## config.mk

```make
export PLATFORM = sky130hd
export DESIGN_NAME = alu_arbiter
export DESIGN_NICKNAME = d
export VERILOG_FILES = /design/src/rtl/alu_arbiter.sv
export SDC_FILE = /design/constraint.sdc
export NUM_CORES = 1
export LEC_CHECK = 0
export ABC_AREA = 0
export BUFFER_PORTS_ARGS = -buffer_cell sky130_fd_sc_hd__buf_2
export CORE_MARGIN = 2
export CORE_UTILIZATION = 34
export CTS_BUF_LIST = sky130_fd_sc_hd__clkbuf_8
export CTS_CLUSTER_SIZE = 30
export DETAILED_ROUTE_END_ITERATION = 10
export SLEW_MARGIN = 20
export SYNTH_ARGS = -nofsm -noshare
export SYNTH_HDL_FRONTEND = slang
export SYNTH_SLANG_ARGS = --single-unit
export TNS_END_PERCENT = 50
```

## constraint.sdc

```tcl
create_clock -name clk -period 8.8 [get_ports clk]
set_input_delay 1.76 -clock clk [delete_from_list [all_inputs] [get_ports clk]]
set_output_delay 1.76 -clock clk [all_outputs]
set_load 0.01 [all_outputs]
```

## src/rtl/alu_arbiter.sv

```systemverilog
// Shares one ALU between two valid/ready requesters and writes each result back
// through a single register-file port: low half to rd, high half to rd+1 for MUL/SH.
module alu_arbiter #(
    parameter int REG_ADDR_W = 4
) (
    input  logic                  clk,
    input  logic                  rst_n,
    input  logic                  req0_valid,
    output logic                  req0_ready,
    input  logic [2:0]            req0_op,
    input  logic [15:0]           req0_s0,
    input  logic [15:0]           req0_s1,
    input  logic [REG_ADDR_W-1:0] req0_rd,
    input  logic                  req1_valid,
    output logic                  req1_ready,
    input  logic [2:0]            req1_op,
    input  logic [15:0]           req1_s0,
    input  logic [15:0]           req1_s1,
    input  logic [REG_ADDR_W-1:0] req1_rd,
    output logic                  wb_en,
    output logic [REG_ADDR_W-1:0] wb_addr,
    output logic [15:0]           wb_data,
    output logic                  done0,
    output logic                  done1,
    output logic                  busy
);

    typedef enum logic [1:0] {
        IDLE  = 2'd0,
        EXEC  = 2'd1,
        WB_LO = 2'd2,
        WB_HI = 2'd3
    } state_t;

    state_t state, state_next;

    logic                  last_grant;
    logic                  grant_id;
    logic [2:0]            op_q;
    logic [15:0]           s0_q;
    logic [15:0]           s1_q;
    logic [REG_ADDR_W-1:0] rd_q;
    logic [REG_ADDR_W-1:0] rd_hi;
    logic [15:0]           lo_q;
    logic [15:0]           hi_q;
    logic                  write_high_q;

    logic                  pick1;
    logic                  accept;
    logic [31:0]           alu_result;
    logic                  alu_write_high;
    logic [31:0]           mul_a;
    logic [31:0]           mul_b;

    // Requester 1 wins when it is alone, or on a tie when requester 0 was served last.
    always_comb begin
        pick1      = req1_valid & (~req0_valid | ~last_grant);
        accept     = rst_n & (state == IDLE) & (req0_valid | req1_valid);
        req0_ready = accept & ~pick1;
        req1_ready = accept & pick1;
    end

    // Sign-extending both operands to 32 bits lets the low half of a plain
    // multiply carry the full signed 16x16 product.
    always_comb begin
        alu_result     = '0;
        alu_write_high = 1'b0;
        mul_a          = {{16{s0_q[15]}}, s0_q};
        mul_b          = {{16{s1_q[15]}}, s1_q};
        case (op_q)
            3'b000: alu_result = {16'h0000, s0_q + s1_q};
            3'b001: alu_result = {16'h0000, s0_q - s1_q};
            3'b010: begin
                alu_result     = mul_a * mul_b;
                alu_write_high = 1'b1;
            end
            3'b011: begin
                alu_result     = {16'h0000, s0_q} << s1_q;
                alu_write_high = 1'b1;
            end
            3'b100: alu_result = {16'h0000, s0_q ^ s1_q};
            3'b101: alu_result = {16'h0000, s0_q & s1_q};
            3'b110: alu_result = {16'h0000, s0_q | s1_q};
            default: alu_result = {16'h0000, ~s0_q};
        endcase
    end

    assign rd_hi = rd_q + {{(REG_ADDR_W-1){1'b0}}, 1'b1};

    always_ff @(posedge clk) begin
        if (!rst_n) begin
            state <= IDLE;
        end else begin
            state <= state_next;
        end
    end

    always_comb begin
        state_next = state;
        wb_en      = 1'b0;
        wb_addr    = '0;
        wb_data    = '0;
        done0      = 1'b0;
        done1      = 1'b0;
        busy       = (state != IDLE);
        case (state)
            IDLE: begin
                if (accept) begin
                    state_next = EXEC;
                end
            end
            EXEC: state_next = WB_LO;
            WB_LO: begin
                wb_en   = 1'b1;
                wb_addr = rd_q;
                wb_data = lo_q;
                if (write_high_q) begin
                    state_next = WB_HI;
                end else begin
                    state_next = IDLE;
                    done0      = ~grant_id;
                    done1      = grant_id;
                end
            end
            WB_HI: begin
                wb_en      = 1'b1;
                wb_addr    = rd_hi;
                wb_data    = hi_q;
                done0      = ~grant_id;
                done1      = grant_id;
                state_next = IDLE;
            end
            default: state_next = IDLE;
        endcase
    end

    // Operands are captured on accept so requesters may change fields afterwards.
    always_ff @(posedge clk) begin
        if (!rst_n) begin
            last_grant   <= 1'b1;
            grant_id     <= 1'b0;
            op_q         <= '0;
            s0_q         <= '0;
            s1_q         <= '0;
            rd_q         <= '0;
            lo_q         <= '0;
            hi_q         <= '0;
            write_high_q <= 1'b0;
        end else begin
            if (accept) begin
                grant_id   <= pick1;
                last_grant <= pick1;
                op_q       <= pick1 ? req1_op : req0_op;
                s0_q       <= pick1 ? req1_s0 : req0_s0;
                s1_q       <= pick1 ? req1_s1 : req0_s1;
                rd_q       <= pick1 ? req1_rd : req0_rd;
            end
            if (state == EXEC) begin
                lo_q         <= alu_result[15:0];
                hi_q         <= alu_result[31:16];
                write_high_q <= alu_write_high;
            end
        end
    end

endmodule

```

# --- Word level (Yosys, flattened, before mapping) ---
# Cells that the tools add are included.
word_totals:
  reg_bits: 76
  output_inout_bits: 26
classes:
  addsub: 3
  n_mul: 1
  eq_ne: 10
  shifts: 1
  mux: 16
  bitwise_logic: 15
  reduce_logical: 5
op_table:
  columns: ["cell", "count"]
  rows:
  - ["32-bit case mux with 7 select lines", 1]
  - ["16-bit by 16-bit multiplier with 32-bit output", 1]
  - ["16-bit 2-to-1 mux", 2]
  - ["16-bit case mux with 2 select lines", 1]
  - ["16-bit by 16-bit << shifter with 32-bit output", 1]
  - ["16-bit adder", 1]
  - ["16-bit AND", 1]
  - ["16-bit inverter", 1]
  - ["16-bit OR", 1]
  - ["16-bit subtractor", 1]
  - ["16-bit bitwise XOR", 1]
  - ["3-bit equality test, second input constant", 3]
  - ["2-bit case mux with 4 select lines", 1]
  - ["4-bit case mux with 2 select lines", 1]
  - ["3-bit by 2-bit equality test with 1-bit output, second input constant", 2]
  - ["1-bit AND", 5]
  - ["4-bit by 1-bit adder with 4-bit output, second input constant", 1]
  - ["2-bit equality test, second input constant", 2]
  - ["1-bit 2-to-1 mux", 4]
  - ["2-bit 2-to-1 mux", 2]
  - ["4-bit 2-to-1 mux", 1]
  - ["1-bit inverter", 4]
  - ["1-bit case mux with 2 select lines", 2]
  - ["2-bit OR reduction", 2]
  - ["other kinds (8)", 9]

# --- Logic depth before layout (Yosys ltp) ---
# Gate-level depths: netlist of the first run.
depth:
  word_depth: 5
  mapped_depth: 26
  mapped_depth_nobuf: 22

# --- Worst setup path before layout of the first run ---
# Ideal clock, no wire load.
synth_path:
  kind: "register to register"
  startpoint: "reg s1_q[1]"
  endpoint: "reg hi_q[15]"
  setup_time_ps: 118
  arrival_time_ps: 6540
  setup_slack_ps: 2141
  path_stages_with_launch: 24
  n_path_buf: 4
  synth_period_minus_slack_ps: 6659
  cell_sequence: "dfxtp_1 > buf_2 > buf_2 > buf_2 > buf_1 > nand2_1 > inv_1 > fa_1 > fa_1 > fa_1 > fa_1 > fa_1 > inv_1 > fa_1 > inv_1 > ha_1 > o21ai_0 > a21oi_1 > a211o_1 > a21o_1 > a311o_1 > a211oi_2 > xnor2_1 > o21ai_1"
synth_between:
  elab_chain_len: 2
  elab_cells_between_ends: 3
synth_rtl:
  columns: ["item", "line_no", "rtl"]
  rows:
  - ["start, declared", "41", "logic [15:0] s1_q;"]
  - ["start signal, assigned", "155", "s1_q <= pick1 ? req1_s1 : req0_s1;"]
  - ["16-bit by 16-bit multiplier with 32-bit output / 16-bit by 16-bit << shifter with 32-bit output (equally long branches)", "74, 78", null]
  - ["32-bit case mux with 7 select lines (*)", "70", "case (op_q)"]
  - ["end signal, assigned", "160", "hi_q <= alu_result[31:16];"]
  - ["end, declared", "45", "logic [15:0] hi_q;"]
# Every way passes the cells marked *; elsewhere a longest branch is shown, timed or not.
# A chain may end at the register's enable or synchronous reset.

# --- Final worst setup path of the first run ---
layout_path:
  startpoint: "reg s0_q[6]"
  endpoint: "reg hi_q[8]"
layout_between:
  elab_chain_len: 2
  elab_cells_between_ends: 3
layout_rtl:
  columns: ["item", "line_no", "rtl"]
  rows:
  - ["start, declared", "40", "logic [15:0] s0_q;"]
  - ["start signal, assigned", "154", "s0_q <= pick1 ? req1_s0 : req0_s0;"]
  - ["16-bit by 16-bit multiplier with 32-bit output / 16-bit by 16-bit << shifter with 32-bit output (equally long branches)", "74, 78", null]
  - ["32-bit case mux with 7 select lines (*)", "70", null]
# Marks and branches as above.

==> results of run 1 <==
-- power groups by stage --
stage	clock [mW]	sequential [mW]	combinational, mW
after floorplan	0	0.407	1.14
after global placement	0	0.436	1.62
after detailed placement	0	0.437	1.64
after CTS	0.311	0.429	1.65
after global routing	0.322	0.435	1.83
final	0.299	0.432	1.66
-- cell type report --
type	count	area (um2)	area share (%)
Multi-Input combinational cell	1436	13200	74.5
Clock buffer	9	124	0.697
Tap cell	615	769	4.33
Sequential cell	76	1520	8.56
Timing Repair Buffer	143	806	4.53
Inverter	335	1260	7.07
Clock inverter	6	65.1	0.366
-- kinds of logic after synthesis --
| group | after synthesis | share of synthesized area, % |
|---|---|---|
| AND/OR/NAND/NOR | 548 | 14.5 |
| multiplexers | 83 | 5.90 |
| buffers and inverters | 453 | 10.5 |
| AO/OA/AOI/OAI | 352 | 14.8 |
| flip-flops | 76 | 9.24 |
| adder cells (fa/ha/maj) | 395 | 42.0 |
| XOR/XNOR | 58 | 3.09 |
-- path summary, 6_finish.rpt --
path	start	slack [ps]	to	cells past startpoint
worst min-delay path	lo_q[7]	460	lo_q[7]	2
worst min register to register	lo_q[7]	460	lo_q[7]	2
worst max-delay path	s0_q[6]	1470	hi_q[8]	19
worst max register to register	s0_q[6]	1470	hi_q[8]	19
-- placed cells by master, fill, tap and decap left out, types with 5 or more instances in the layout --
master,count
sky130_fd_sc_hd__inv_1,324
sky130_fd_sc_hd__fa_1,263
sky130_fd_sc_hd__nand2_1,235
sky130_fd_sc_hd__nor2_1,190
sky130_fd_sc_hd__ha_1,132
sky130_fd_sc_hd__buf_2,107
sky130_fd_sc_hd__a21oi_1,93
sky130_fd_sc_hd__dfxtp_1,76
sky130_fd_sc_hd__mux2i_1,69
sky130_fd_sc_hd__o21ai_0,64
sky130_fd_sc_hd__xnor2_1,40
sky130_fd_sc_hd__o211a_1,39
sky130_fd_sc_hd__buf_4,36
sky130_fd_sc_hd__nor2b_1,26
sky130_fd_sc_hd__nand3_1,23
sky130_fd_sc_hd__xor2_1,18
sky130_fd_sc_hd__a31oi_1,17
sky130_fd_sc_hd__o211ai_1,14
sky130_fd_sc_hd__o221ai_1,13
sky130_fd_sc_hd__nand2b_1,11
sky130_fd_sc_hd__nor3_1,11
sky130_fd_sc_hd__a21o_1,11
sky130_fd_sc_hd__clkinv_1,9
sky130_fd_sc_hd__a22oi_1,9
sky130_fd_sc_hd__clkbuf_8,9
sky130_fd_sc_hd__and2_1,8
sky130_fd_sc_hd__and3_1,8
sky130_fd_sc_hd__mux4_2,7
sky130_fd_sc_hd__a211oi_1,7
sky130_fd_sc_hd__a221oi_1,7
sky130_fd_sc_hd__nand4_1,6
sky130_fd_sc_hd__or3_1,6
sky130_fd_sc_hd__a21boi_0,6
sky130_fd_sc_hd__o22ai_1,6
sky130_fd_sc_hd__o31ai_1,5
sky130_fd_sc_hd__a21boi_1,5
-- routing by layer --
layer,up-vias,global-route usage (%),routed length (um)
li1,6431,-,-
met1,7140,31.7,24600
met2,694,38.4,26400
met3,127,3.95,4610
met4,0,9.31,2260
met5,-,0,0
-- flip-flops by register name, indices dropped and copies added (netlist names) --
name	cells
hi_q	16
write_high_q	1
last_grant	1
grant_id	1
s1_q	16
state	2
rd_q	4
s0_q	16
op_q	3
lo_q	16
-- tightest hold or removal path, stage by stage, from the launching register on --
cell and delay [ps]:
sky130_fd_sc_hd__dfxtp_1 320, sky130_fd_sc_hd__nand2_1 50, sky130_fd_sc_hd__a21boi_1 50
-- through the flow --
step                hold slack (ps)  util, %  instance area, um2
global route                    475     37.2               17800
finish                          458     37.2               17800
CTS                             462     37.2               17800
global placement                442     36.9               17600
detailed placement              450     36.9               17600
floorplan                       430        -               16500
==> flow_metrics.py, run 1 <==
metrics = {
    "power_and_ir_drop": {
        "sequentialPowerShare_pct": 18.0,
        "vdd_ir_max_uv": 114,
        "power.net_switching_mw": 1.27,
        "power.internal_mw": 1.12,
        "clock_power_share_pct": 12.5,
        "power_per_cell_area_mw_per_mm2": 135,
        "power_switching_share_pct": 53.2,
        "power_mw": 2.40,
        "leakagePower_nw": 8.85,
        "share_comb_of_total_power_pct": 69.5,
    },
    "sta": {
        "clock-skew-final_ps": 25.3,
        "unrepaired_setup_endpoints_after_global_routing": "false",
        "fin_setup_tns_ps": 0,
        "period_share_pct": 83.2,
        "final_hold_viol_count": 0,
        "clock.fmax_mhz": 137,
        "slew_viol_final": 0,
        "finalSetupViolCount": 0,
        "final_critical_path_setup_slack_ps": 1470,
        "final_period_demand_of_the_worst_path_ps": 7330,
        "max_slew.worst_pin.slew_ps": 1060,
        "max_slew_margin_pct": 28.8,
    },
    "synth": {
        "asyncSetResetFlopFracSynth_pct": 0,
        "syn_area_mm2": 0.0165,
        "synth_fp_nets": 2442,
        "synth_area_leaders": "sky130_fd_sc_hd__fa_1 32%, sky130_fd_sc_hd__ha_1 10%, sky130_fd_sc_hd__dfxtp_1 9.2%, sky130_fd_sc_hd__inv_1 7.4%, sky130_fd_sc_hd__nand2_1 5.4%",
        "ys_seq_elements": 76,
        "synth-edff-count": 0,
        "synthMostInstantiatedCell": "sky130_fd_sc_hd__inv_1",
        "postSynthCellCount": 1965,
        "synth.distinct_cells": 80,
        "seq_area_frac_synth_pct": 9.24,
        "synth_top_area_cell": "sky130_fd_sc_hd__fa_1",
        "synth_flop_cell": "sky130_fd_sc_hd__dfxtp_1",
        "postSynthAreaPerCell_um2": 8.38,
        "synth_largest_type_area_fraction_pct": 32.0,
        "yosys_warnings": 0,
        "synth_commonest_cells": "323 x sky130_fd_sc_hd__inv_1, 263 x sky130_fd_sc_hd__fa_1, 235 x sky130_fd_sc_hd__nand2_1",
    },
    "placement": {
        "place.port_buffers": 107,
        "placed_cells_incl_taps": 2605,
        "place.gp.congestion": 0.961,
        "post-dp-hpwl_um": 45200,
        "pre_cts_ws_ps": 1670,
    },
    "detailed_routing": {
        "post-route-drc-count": 0,
        "vias_per_cell": 5.49,
        "detail_route.wirelength_um": 57900,
        "dr_vias": 14392,
        "routedWlPerCell_um": 22.1,
        "first_pass_iters": 6,
        "starting_drt_drc_count": 1306,
        "final_antenna_net_count": 0,
    },
    "clock_tree": {
        "resized_after_cts": 0,
        "cts_sinks": 76,
        "cts-root-to-sink-buffers": 2,
        "cts_buffers": 9,
        "post_cts_hold_buffer_count": 0,
        "worst_skew_pair.late_latency_ps": 450,
        "clock_root_buffer_master": "sky130_fd_sc_hd__clkbuf_8",
        "clkTransAtPathRegs_ps": 110,
        "htreeDepth": 3,
        "clock_tree_from_tritoncts": "yes",
        "setup_fix_bufs_post_cts": 0,
    },
    "global_routing": {
        "grt_antenna_before_repair": 0,
        "grt_first_pass_wirelength_um": 89400,
        "grt_overflow": 0,
        "grt_pass1_vias": 14863,
        "largest_net_degree_at_the_start_of_global_routing": 80,
        "tot_gr_track_use_pct": 23.7,
    },
    "die": {
        "core_region_area_mm2": 0.0477,
        "dieArea_mm2": 0.0502,
        "initial_utilization_pct": 34.5,
        "floorplan.die.height_um": 224,
        "io-pin-count": 108,
        "fp-row-count": 80,
        "die-width_um": 224,
    },
    "worst_hold_path": {
        "worst_hold_path_type": "reg2reg",
    },
    "setup_path": {
        "worst-path-max-fanout": 17,
        "timing.critical_path.cells": "clkinv_1, nor2_1, fa_1, inv_1, fa_1, fa_1, fa_1, inv_1, fa_1, fa_1, ha_1, a21oi_1, o21ai_0, nor2_1, a211oi_1, o41ai_1, and3_1, o31ai_1, o211ai_1",
        "arrival_ps": 7640,
        "timing.critical_path.from_type": "flip-flop",
        "worstPathRequired_ps": 9110,
        "timing.critical_path.slowest_cell_delay_ps": 890,
        "path_buf_inv": 3,
        "cpMostUsedCell": "sky130_fd_sc_hd__fa_1",
        "timing_worst_setup_path_type": "reg2reg",
        "timing.critical_path.to_type": "flip-flop",
        "worst_path_max_delay_cell": "sky130_fd_sc_hd__dfxtp_1",
        "worst_path_dominant_cell_family": "adder cells",
    },
    "status": {
        "outcome": "finished, final reports clean",
    },
    "cells_and_area": {
        "share_of_cells_above_drive_strength_1_pct": 9.73,
        "nets": 2478,
        "areaGrowthSynthToFinish_pct": 8.01,
        "filler_cells_inserted": 4957,
        "layout.cells.non_filler": 2620,
        "antennaDiodeCount": 0,
    },
    "flow_run": {
        "max_capacitance_violation_count": 0,
    },
}
Power figures use the tool's default switching activity.
==> run 2, diff against run 1 <==
- clock period: 8.8 -> 7.32 ns (I/O delays scaled with it)
==> run 2 against run 1 <==
  * Hold slack improved by 1.0 ps
  * Non-clock buffer count increased by 20
  * Sequential share of layout area decreased by 0.080 points
  * Cell area increased by 0.94%
  * Sequential power increased by 20%
  * Flip-flop and latch count unchanged
  * First-iteration DRC count increased by 3.4%
  * Clock skew increased by 9.3 ps
  * Global-route usage about the same
  * Critical path depth increased by 2
  * Routed wire length increased by 0.38%
  * Die area unchanged
  * Largest cell class unchanged
==> flow_metrics.py, run 2 (synthesis gave the netlist of run 1 again) <==
metrics = {
    "placement": {
        "place.gp.congestion": 0.985,
        "place.port_buffers": 107,
        "post-dp-hpwl_um": 45900,
        "dpl_cell_area_mm2": 0.0177,
        "placed_cells_incl_taps": 2625,
    },
    "sta": {
        "final_hold_viol_count": 0,
        "fin_setup_tns_ps": 0,
        "max_slew_margin_pct": 28.1,
        "slew_viol_final": 0,
        "finalSetupViolCount": 0,
        "unrepaired_setup_endpoints_after_global_routing": "false",
        "period_share_pct": 95.6,
        "max_slew.worst_pin.slew_ps": 1080,
        "clock-skew-final_ps": 34.6,
        "final_period_demand_of_the_worst_path_ps": 7000,
        "clock.fmax_mhz": 143,
    },
    "cells_and_area": {
        "most_frequent_standard_cell_in_the_layout_excluding_fill_and_tap_cells": "sky130_fd_sc_hd__inv_1",
        "nets": 2498,
        "share_of_cells_above_drive_strength_1_pct": 10.8,
        "post_layout_util_pct": 37.6,
        "design_area_mm2": 0.0180,
        "areaGrowthSynthToFinish_pct": 9.03,
        "layout.cells.non_filler": 2644,
        "top_library_cells_by_usage_in_the_layout_fill_and_taps_aside": "323 x sky130_fd_sc_hd__inv_1, 263 x sky130_fd_sc_hd__fa_1, 235 x sky130_fd_sc_hd__nand2_1",
    },
    "global_routing": {
        "largest_net_degree_at_the_start_of_global_routing": 79,
        "tot_gr_track_use_pct": 23.8,
        "met1_usage_pct": 32.8,
        "grt_first_pass_wirelength_um": 89900,
        "grt_overflow": 0,
        "grt_pass1_vias": 14840,
        "busiest_layer": "met2",
        "grt_antenna_before_repair": 1,
        "groute.layer.met2.usage_pct": 38.4,
        "global_route_met3_usage_pct": 3.28,
    },
    "setup_path": {
        "worst-path-max-fanout": 13,
        "timing_worst_setup_path_type": "reg2reg",
        "worstPathRequired_ps": 7630,
        "arrival_ps": 7310,
        "worstReg2RegEnd": "hi_q[8]",
        "timing.critical_path.from_type": "flip-flop",
        "launch_point_of_the_worst_reg_to_reg_path": "s0_q[11]",
        "cells_on_worst_reg2reg_path": 21,
        "timing.critical_path.to_type": "flip-flop",
        "setup.reg_to_reg.worst_slack_ps": 320,
    },
    "flow_run": {
        "max_capacitance_violation_count": 0,
    },
    "clock_tree": {
        "resized_after_cts": 0,
        "setup_fix_bufs_post_cts": 0,
        "clkTransAtPathRegs_ps": 100,
        "worst_skew_pair.late_latency_ps": 460,
        "htreeDepth": 3,
        "clock_root_buffer_master": "sky130_fd_sc_hd__clkbuf_8",
        "clock_tree_from_tritoncts": "yes",
        "post_cts_hold_buffer_count": 0,
        "cts_buffers": 9,
        "cts-root-to-sink-buffers": 2,
        "cts_sinks": 76,
    },
    "detailed_routing": {
        "starting_drt_drc_count": 1351,
        "vias_per_cell": 5.49,
        "post-route-drc-count": 0,
        "detail_route.wirelength_um": 58100,
        "dr_vias": 14527,
        "first_pass_iters": 5,
        "routedWlPerCell_um": 22.0,
        "final_antenna_net_count": 0,
    },
    "die": {
        "dieArea_mm2": 0.0502,
        "initial_utilization_pct": 34.5,
        "floorplan.die.height_um": 224,
        "die-width_um": 224,
        "fp-row-count": 80,
        "core_region_area_mm2": 0.0477,
        "io-pin-count": 108,
    },
    "worst_hold_path": {
        "worst_hold_path_type": "reg2reg",
        "timing.hold.worst_path_depth": 2,
        "timing.hold.worst.start": "lo_q[7]",
        "min_delay_worst_endpoint": "lo_q[7]",
    },
    "power_and_ir_drop": {
        "power_mw": 2.91,
        "leakagePower_nw": 8.95,
        "power_per_cell_area_mw_per_mm2": 162,
        "vdd_ir_max_uv": 103,
    },
    "status": {
        "outcome": "finished, final reports clean",
    },
}
run 2: metal layers:
layer  part of all wire, %  vias to the layer above  wire length, um
li1                      -                     6475                -
met1                    43                     7200            25000
met2                    46                      737            26700
met3                   8.0                      115             4640
met4                   3.1                        0             1800
met5                     0                        -                0
run 2: final cells by class:
cell class	count	area (um2)
antenna	3	7.51
clock buffer	12	165
clock inverter	4	30.0
fill	4865	29800
inverter	335	1260
multi-input combinational	1436	13200
sequential	76	1520
tap	615	769
timing repair buffer	163	956
run 2: worst max-delay path, cell delays in order (launching register included):
cell                       delay, ps
sky130_fd_sc_hd__dfxtp_1         860
sky130_fd_sc_hd__inv_1           410
sky130_fd_sc_hd__nor2_1          240
sky130_fd_sc_hd__fa_1            420
sky130_fd_sc_hd__inv_1            80
sky130_fd_sc_hd__fa_1            430
sky130_fd_sc_hd__fa_1            510
sky130_fd_sc_hd__inv_1            50
sky130_fd_sc_hd__fa_1            500
sky130_fd_sc_hd__fa_1            500
sky130_fd_sc_hd__inv_1            50
sky130_fd_sc_hd__fa_1            480
sky130_fd_sc_hd__inv_1            50
sky130_fd_sc_hd__ha_1            330
sky130_fd_sc_hd__a21oi_1         100
sky130_fd_sc_hd__o21ai_0         250
sky130_fd_sc_hd__nor2_1          110
sky130_fd_sc_hd__a211oi_1        560
sky130_fd_sc_hd__o41ai_1         220
sky130_fd_sc_hd__and3_1          220
sky130_fd_sc_hd__o31ai_1         340
sky130_fd_sc_hd__o211ai_1        140
run 2: through the flow:
stage / hold WS [ps] / worst slack, ps
floorplan: 430 / 661
global placement: 442 / 571
detailed placement: 444 / 403
CTS: 460 / 367
global route: 479 / 153
finish: 459 / 323
run 2: how the worst max path moves through the flow:
stage / end / cells after the start / from
2_1_floorplan: hi_q[15] / 23 / s1_q[1]
3_3_place_gp: hi_q[8] / 21 / s1_q[5]
3_5_place_dp: hi_q[7] / 21 / s1_q[5]
4_1_cts: hi_q[7] / 21 / s1_q[5]
5_1_grt: hi_q[7] / 21 / s1_q[5]
6_report: hi_q[8] / 21 / s0_q[11]
run 2: power breakdown:
group	internal [mW]	switching, mW	leakage (nW)
sequential	0.455	0.0651	0.624
clock	0.152	0.224	0.0990
combinational	0.750	1.26	8.23
total	1.36	1.55	8.95
==> run 3, diff against run 2 <==
- CTS_BUF_LIST: sky130_fd_sc_hd__clkbuf_8 -> sky130_fd_sc_hd__clkbuf_16
==> run 3 against run 2 <==
  * Register-to-register slack is essentially flat
  * Global-route usage is essentially flat
  * Sequential power barely moved
  * Hold slack worse by 4.8 ps
  * Critical path type unchanged
  * Largest cell class unchanged
==> flow_metrics.py, run 3 (synthesis gave the netlist of run 1 again) <==
metrics = {
    "status": {
        "outcome": "finished, final reports clean",
    },
    "clock_tree": {
        "clock_root_buffer_master": "sky130_fd_sc_hd__clkbuf_16",
        "cts-root-to-sink-buffers": 2,
        "clock_tree_from_tritoncts": "yes",
        "clkTransAtPathRegs_ps": 70,
        "cts_buffers": 9,
        "setup_fix_bufs_post_cts": 0,
        "htreeDepth": 3,
        "worst_skew_pair.late_latency_ps": 400,
        "cts_sinks": 76,
    },
    "sta": {
        "max_slew.worst_pin.slew_ps": 1100,
        "max_slew_margin_pct": 26.9,
        "fin_setup_tns_ps": 0,
        "clock-skew-final_ps": 23.9,
        "final_hold_viol_count": 0,
        "clock.fmax_mhz": 143,
        "final_critical_path_setup_slack_ps": 321,
        "period_share_pct": 95.6,
        "finalSetupViolCount": 0,
        "unrepaired_setup_endpoints_after_global_routing": "false",
        "slew_viol_final": 0,
        "final_period_demand_of_the_worst_path_ps": 7000,
    },
    "worst_hold_path": {
        "worst_hold_path_type": "reg2reg",
    },
    "cells_and_area": {
        "nets": 2498,
        "top_library_cells_by_usage_in_the_layout_fill_and_taps_aside": "323 x sky130_fd_sc_hd__inv_1, 263 x sky130_fd_sc_hd__fa_1, 235 x sky130_fd_sc_hd__nand2_1",
        "areaGrowthSynthToFinish_pct": 9.42,
        "share_of_cells_above_drive_strength_1_pct": 10.6,
        "design_area_mm2": 0.0180,
        "most_frequent_standard_cell_in_the_layout_excluding_fill_and_tap_cells": "sky130_fd_sc_hd__inv_1",
        "antennaDiodeCount": 0,
    },
    "power_and_ir_drop": {
        "power_per_cell_area_mw_per_mm2": 166,
        "clock_power_share_pct": 15.5,
        "power.internal_mw": 1.43,
        "vdd_ir_max_uv": 121,
        "power_switching_share_pct": 52.2,
        "share_comb_of_total_power_pct": 67.1,
        "leakagePower_nw": 8.98,
        "power.net_switching_mw": 1.56,
        "sequentialPowerShare_pct": 17.3,
    },
    "global_routing": {
        "tot_gr_track_use_pct": 23.8,
        "grt_pass1_vias": 14842,
        "grt_overflow": 0,
        "largest_net_degree_at_the_start_of_global_routing": 79,
        "grt_antenna_before_repair": 0,
        "grt_first_pass_wirelength_um": 90000,
    },
    "detailed_routing": {
        "first_pass_iters": 6,
        "starting_drt_drc_count": 1327,
        "dr_vias": 14632,
        "detail_route.wirelength_um": 58100,
        "post-route-drc-count": 0,
        "final_antenna_net_count": 0,
        "vias_per_cell": 5.54,
        "routedWlPerCell_um": 22.0,
    },
    "die": {
        "io-pin-count": 108,
        "floorplan.die.height_um": 224,
        "die-width_um": 224,
        "core_region_area_mm2": 0.0477,
        "fp-row-count": 80,
        "initial_utilization_pct": 34.5,
        "dieArea_mm2": 0.0502,
    },
    "placement": {
        "pre_cts_ws_ps": 403,
        "dpl_cell_area_mm2": 0.0177,
        "post-dp-hpwl_um": 45900,
        "place.port_buffers": 107,
        "place.gp.congestion": 0.985,
    },
    "setup_path": {
        "worstPathRequired_ps": 7570,
        "timing.critical_path.from_type": "flip-flop",
        "timing.critical_path.to_type": "flip-flop",
        "worst-path-max-fanout": 13,
        "arrival_ps": 7250,
        "timing_worst_setup_path_type": "reg2reg",
    },
    "flow_run": {
        "max_capacitance_violation_count": 0,
    },
}
[run 3: changes by cell type in the layout (fill, tap and decap cells not counted), sizes merged]
cell,change
clkbuf,-3
diode,-3
clkinv,+3
[run 3: path summary, 6_finish.rpt]
check | from | to | depth (start not counted) | slack (ps)
setup / recovery | s0_q[11] | hi_q[8] | 21 | 320
hold / removal | lo_q[7] | lo_q[7] | 2 | 450
setup reg to reg | s0_q[11] | hi_q[8] | 21 | 320
hold reg to reg | lo_q[7] | lo_q[7] | 2 | 450
[run 3: final cells by class]
class	instances	area, um2
tap	615	769
inverter	335	1260
sequential	76	1520
clock buffer	9	225
timing repair buffer	163	956
fill	4861	29700
clock inverter	7	41.3
multi-input combinational	1436	13200
[run 3: worst max-delay path, stage by stage, from the launching register on]
cell                       delay [ps]
sky130_fd_sc_hd__dfxtp_1          850
sky130_fd_sc_hd__inv_1            420
sky130_fd_sc_hd__nor2_1           250
sky130_fd_sc_hd__fa_1             420
sky130_fd_sc_hd__inv_1             80
sky130_fd_sc_hd__fa_1             430
sky130_fd_sc_hd__fa_1             510
sky130_fd_sc_hd__inv_1             50
sky130_fd_sc_hd__fa_1             500
sky130_fd_sc_hd__fa_1             500
sky130_fd_sc_hd__inv_1             50
sky130_fd_sc_hd__fa_1             480
sky130_fd_sc_hd__inv_1             40
sky130_fd_sc_hd__ha_1             330
sky130_fd_sc_hd__a21oi_1          100
sky130_fd_sc_hd__o21ai_0          250
sky130_fd_sc_hd__nor2_1           110
sky130_fd_sc_hd__a211oi_1         560
sky130_fd_sc_hd__o41ai_1          220
sky130_fd_sc_hd__and3_1           220
sky130_fd_sc_hd__o31ai_1          340
sky130_fd_sc_hd__o211ai_1         140
[run 3: metal layers]
layer  wire length, um  up-vias  global-route usage [%]
met3              4820      120                    3.16
li1                  -     6481                       -
met2             26800      758                    38.4
met1             24700     7273                    32.9
met5                 0        -                       0
met4              1810        0                    8.19
[run 3: stage by stage]
stage,power (mW),std cells,hold slack [ps],utilization [%]
after floorplan,1.86,1965,430,-
after detailed placement,2.50,2625,444,37.2
after global routing,3.22,2641,474,37.7
after global placement,2.48,2625,442,37.2
after CTS,2.99,2641,455,37.7
final,3.00,2641,454,37.7
[run 3: what timing repair did]
| item | in CTS | in global routing |
|---|---|---|
| gates resized for setup | 0 | 1 |
| hold buffers | 0 | 0 |
| endpoints found under the setup margin | 0 | 2 |
[run 3: power by group through the flow]
stage / clock network [mW] / logic [mW] / registers [mW]
after floorplan: 0 / 1.37 / 0.489
after global placement: 0 / 1.96 / 0.525
final: 0.465 / 2.01 / 0.520
after CTS: 0.480 / 2.00 / 0.517
after global routing: 0.491 / 2.20 / 0.523
after detailed placement: 0 / 1.98 / 0.526
